<file path="src/rtl/mem_port_arbiter.sv">
//------------------------------------------------------------------------------
// Module      : mem_port_arbiter
// Description : Shares the single main-memory block port between the icache
//               and dcache controllers, one block transaction at a time.
//               Fixed dcache priority; define ARB_ROUND_ROBIN_EN for
//               round-robin arbitration on contention.
// Revision    : 1.0 - initial release
//------------------------------------------------------------------------------
`default_nettype none

module mem_port_arbiter #(
    parameter int ADDR_WIDTH = 28,
    parameter int DATA_WIDTH = 128
) (
    input  logic                  clock,
    input  logic                  reset,

    input  logic                  i_mem_read,
    input  logic [ADDR_WIDTH-1:0] i_mem_address,
    output logic [DATA_WIDTH-1:0] i_mem_readdata,
    output logic                  i_mem_busywait,

    input  logic                  d_mem_read,
    input  logic                  d_mem_write,
    input  logic [ADDR_WIDTH-1:0] d_mem_address,
    input  logic [DATA_WIDTH-1:0] d_mem_writedata,
    output logic [DATA_WIDTH-1:0] d_mem_readdata,
    output logic                  d_mem_busywait,

    output logic                  mem_read,
    output logic                  mem_write,
    output logic [ADDR_WIDTH-1:0] mem_address,
    output logic [DATA_WIDTH-1:0] mem_writedata,
    input  logic [DATA_WIDTH-1:0] mem_readdata,
    input  logic                  mem_busywait
);

    typedef enum logic [1:0] {
        IDLE    = 2'd0,
        GRANT_I = 2'd1,
        GRANT_D = 2'd2
    } state_t;

    state_t                r_state;
    state_t                w_state_next;
    logic                  r_started;
    logic                  r_mem_read;
    logic                  r_mem_write;
    logic [ADDR_WIDTH-1:0] r_mem_address;
    logic [DATA_WIDTH-1:0] r_mem_writedata;

    logic w_i_req;
    logic w_d_req;
    logic w_done;
    logic w_grant_i;
    logic w_grant_d;

    assign w_i_req = i_mem_read;
    assign w_d_req = d_mem_read | d_mem_write;

    // Completion needs memory to have gone busy at least once, so a stale
    // low busywait right after the strobe is not mistaken for the end.
    assign w_done  = r_started & ~mem_busywait;

`ifdef ARB_ROUND_ROBIN_EN
    logic r_last_d;

    assign w_grant_d = w_d_req & (~w_i_req | ~r_last_d);

    always_ff @(posedge clock or posedge reset) begin
        if (reset) begin
            r_last_d <= 1'b0;
        end else if (r_state == IDLE) begin
            if (w_grant_d) begin
                r_last_d <= 1'b1;
            end else if (w_grant_i) begin
                r_last_d <= 1'b0;
            end
        end
    end
`else
    assign w_grant_d = w_d_req;
`endif

    assign w_grant_i = w_i_req & ~w_grant_d;

    always_comb begin
        w_state_next = r_state;
        case (r_state)
            IDLE: begin
                if (w_grant_d) begin
                    w_state_next = GRANT_D;
                end else if (w_grant_i) begin
                    w_state_next = GRANT_I;
                end
            end
            GRANT_I, GRANT_D: begin
                if (w_done) begin
                    w_state_next = IDLE;
                end
            end
            default: w_state_next = IDLE;
        endcase
    end

    always_ff @(posedge clock or posedge reset) begin
        if (reset) begin
            r_state <= IDLE;
        end else begin
            r_state <= w_state_next;
        end
    end

    // Address and write data are captured once at grant and held afterwards.
    always_ff @(posedge clock or posedge reset) begin
        if (reset) begin
            r_started       <= 1'b0;
            r_mem_read      <= 1'b0;
            r_mem_write     <= 1'b0;
            r_mem_address   <= '0;
            r_mem_writedata <= '0;
        end else if (r_state == IDLE) begin
            if (w_grant_d) begin
                r_started       <= 1'b0;
                r_mem_address   <= d_mem_address;
                r_mem_writedata <= d_mem_writedata;
                r_mem_write     <= d_mem_write;
                r_mem_read      <= ~d_mem_write;
            end else if (w_grant_i) begin
                r_started     <= 1'b0;
                r_mem_address <= i_mem_address;
                r_mem_write   <= 1'b0;
                r_mem_read    <= 1'b1;
            end
        end else begin
            if (w_done) begin
                r_mem_read  <= 1'b0;
                r_mem_write <= 1'b0;
            end else if (mem_busywait) begin
                r_started <= 1'b1;
            end
        end
    end

    assign mem_read       = r_mem_read;
    assign mem_write      = r_mem_write;
    assign mem_address    = r_mem_address;
    assign mem_writedata  = r_mem_writedata;

    assign i_mem_busywait = w_i_req & ~((r_state == GRANT_I) & w_done);
    assign d_mem_busywait = w_d_req & ~((r_state == GRANT_D) & w_done);

    assign i_mem_readdata = mem_readdata;
    assign d_mem_readdata = mem_readdata;

endmodule

`default_nettype wire
</file>
<file path="config.mk">
export PLATFORM = sky130hd
export DESIGN_NAME = mem_port_arbiter
export DESIGN_NICKNAME = d
export VERILOG_FILES = /design/src/rtl/mem_port_arbiter.sv
export SDC_FILE = /design/constraint.sdc
export NUM_CORES = 1
export LEC_CHECK = 0
export ABC_CLOCK_PERIOD_IN_PS = 8900
export BUFFER_PORTS_ARGS = -buffer_cell sky130_fd_sc_hd__buf_2
export CAP_MARGIN = 20
export CORE_AREA = 4 4 285 287
export DETAILED_ROUTE_END_ITERATION = 8
export DIE_AREA = 0 0 289 291
export GPL_TIMING_DRIVEN = 0
export PLACE_DENSITY = 0.32
export SLEW_MARGIN = 20
export SYNTH_ARGS = -nofsm -noshare
export SYNTH_HDL_FRONTEND = slang
export SYNTH_SLANG_ARGS = --single-unit
</file>
<file path="constraint.sdc">
create_clock -name clock -period 8.9 [get_ports clock]
set_input_delay 0.445 -clock clock [delete_from_list [all_inputs] [get_ports clock]]
set_output_delay 0.445 -clock clock [all_outputs]
set_load 0.02 [all_outputs]
</file>
==> results_dict.tcl <==
set metrics [dict create \
    synth_flop_cell "dfrtp_1" \
    arrival_ns 2.79 \
    grt_pass1_vias 7533 \
    syn_avg_cell_area_um2 12.1 \
    vias 6883 \
    tightest_slew_ns 0.627 \
    yosys.area.top_type "dfrtp_1" \
    dp_hpwl_mm 27.4 \
    synth_top_area_share_pct 48.9 \
    die-area_um2 84100 \
    async_reset_ff_share_pct 100 \
    finalSetupViolCount 0 \
    syn-instance-count 679 \
    syn_area_um2 8240 \
    worstSetupStartpointType "flip-flop" \
    worstPathRequired_ns 9.24 \
    initialDrtViolationCount 127 \
    core_um2 78600 \
    start_util_pct 10.5 \
    yosys-top-cells-area "dfrtp_1 (49%), buf_4 (24%), mux2_1 (14%)" \
    post-route-period-util_pct 27.5 \
    drc 0 \
    leakage_uw 0.00674 \
    cp_cell_sequence "inv_1, ha_1, o21ai_1, buf_2, buf_4, mux2_1" \
    fmax_ghz 0.408 \
    port_buffers 605 \
    cts_max_level 4 \
    cts.repair.resized 0 \
    rows 103 \
    cts_hold_buffers 0 \
    cts_root_buf "clkbuf_16" \
    grtUsageTotal_pct 7.51 \
    numCtsBuffers 17 \
    reg2regPathDepth 6 \
    viasPerCell 2.90 \
    cts_buffer_depth 2 \
    antenna_found_initial 3 \
    holdWs_ns 0.0309 \
    max_stage_delay_ns 0.48 \
    ant_nets 0 \
    chipHeight_um 291 \
    nets 1625 \
    finalWeightedCongestion 0.705 \
    drtPass1Iterations 4 \
    crit_path_top_delay_cell "buf_2" \
    wl_mm 33.0 \
    rsz0062_at_grt "no" \
    hold_path.class "in -> async" \
    power.total_uw 4010 \
    cts.sinks 161 \
    synth-edff-count 0 \
    relSlewSlack_pct 57.9 \
    synth_nets 1000 \
    setup_ws_ns 6.45 \
    postCtsSetupBuffers 0 \
    die_x_um 289 \
    cp-startpoint "r_state[1]$_DFFE_PP0P_" \
    path_clk_slew_ns 0.08 \
    post-route-min-period_ns 2.45 \
    overflow 0 \
    drv_cap 0 \
    ir_worst_vdd_mv 0.114 \
    hold_viol_final 0 \
    grt_pass1_wl_mm 47.0 \
    wl_per_cell_um 13.9 \
    area_delta_synth_final_pct 60.7 \
    pre_cts_ws_ns 6.13 \
    yosys_warnings 0 \
    powerDensity_nw_per_um2 303 \
    synthDistinctLibCells 23 \
    layout-drive-gt1-share_pct 71.5 \
    cts_tree "yes" \
    mostFrequentLayoutCell "buf_2" \
    num-fill-cells 8905 \
    io_pins 734 \
    path_max_fanout 10 \
    final_cell_mix "buf_2 (614), buf_4 (266), dfrtp_1 (161)" \
    yosysSeqAreaShare_pct 48.9 \
    slew_violations 0 \
    ys_ff_latch 161 \
    skew_ns 0.0228 \
    clk_latency_ns 0.47 \
    r2r_start "r_state[1]$_DFFE_PP0P_" \
    grt_max_degree 88 \
    status "finished, final reports clean" \
    fin_tns_setup_ns 0 \
    crit_path_end_kind "flip-flop" \
    worstSetupPathType "reg -> reg" \
]
[layout make-up]
class                           instances  area [um2]  area share, %
Clock inverter                         11         153           1.15
Timing Repair Buffer                  606        3060           23.1
Buffer                                279        2060           15.6
Multi-Input combinational cell        235        2130           16.1
Inverter                                4        22.5          0.170
Antenna cell                            4        10.0         0.0756
Sequential cell                       161        4030           30.4
Clock buffer                           21         460           3.48
Tap cell                             1050        1310           9.92
[cells by family (layout without fill, tap and decap cells)]
logic type | after synthesis | after routing | synth area share (%)
DFF | 161 | 161 | 48.9
muxes | 156 | 156 | 20.9
and+or+nand+nor | 33 | 33 | 1.59
adders and majority gates | 3 | 3 | 0.456
other | 0 | 4 | 0
buffers and inverters | 283 | 921 | 25.2
AOI/OAI and AO/OA | 43 | 43 | 2.90
[synth_stat cells (all sizes together), types with 2 or more instances]
master / n
mux2: 128
mux2i: 28
dfrtp: 161
a21o: 2
buf: 276
clkbuf: 3
o21ai: 30
a21oi: 6
nand2: 28
nor2: 2
ha: 3
nor2b: 2
inv: 4
[where the power goes]
| group | internal, uW | total (uW) | switching (uW) |
|---|---|---|---|
| sequential | 1110 | 1300 | 189 |
| clock | 459 | 814 | 355 |
| combinational | 730 | 1900 | 1170 |
[routing by layer]
| layer | global-route usage (%) | routed length [um] |
|---|---|---|
| met5 | 0 | 0 |
| met4 | 2.41 | 514 |
| met3 | 3.19 | 3740 |
| met2 | 14.3 | 17600 |
| met1 | 7.23 | 11100 |
[through the flow]
| step | std cells | util [%] | instance area, um2 |
|---|---|---|---|
| 5_1_grt | 2369 | 16.8 | 13200 |
| 6_report | 2371 | 16.8 | 13200 |
| 3_5_place_dp | 2335 | 16.0 | 12600 |
| 4_1_cts | 2367 | 16.8 | 13200 |
| 2_1_floorplan | 679 | - | 8240 |
| 3_3_place_gp | 2334 | 16.0 | 12600 |
[flip-flops by register name, indices dropped and copies added, names as in the netlist]
name	flops
mem_address	28
r_started	1
r_state	2
mem_writedata	128
mem_write	1
mem_read	1
[worst paths after layout]
check / to / slack (ns)
worst max register to register: mem_writedata[4]$_DFFE_PP0P_ / 6.45
min in group clock: mem_writedata[80]$_DFFE_PP0P_ / 0.19
worst min register to register: mem_address[12]$_DFFE_PP0P_ / 0.48
max in group asynchronous: mem_writedata[4]$_DFFE_PP0P_ / 7.93
worst min-delay path: mem_writedata[38]$_DFFE_PP0P_ / 0.03
worst max-delay path: mem_writedata[4]$_DFFE_PP0P_ / 6.45
[worst max-delay path: cells and delay by family (launching register included)]
kind / cells / cell delay, ns
buf+inv: 3 / 0.88
flops: 1 / 0.38
compound gates: 1 / 0.38
mux: 1 / 0.35
fa+ha+maj: 1 / 0.28
No activity file was read; power rests on OpenSTA's default activity.
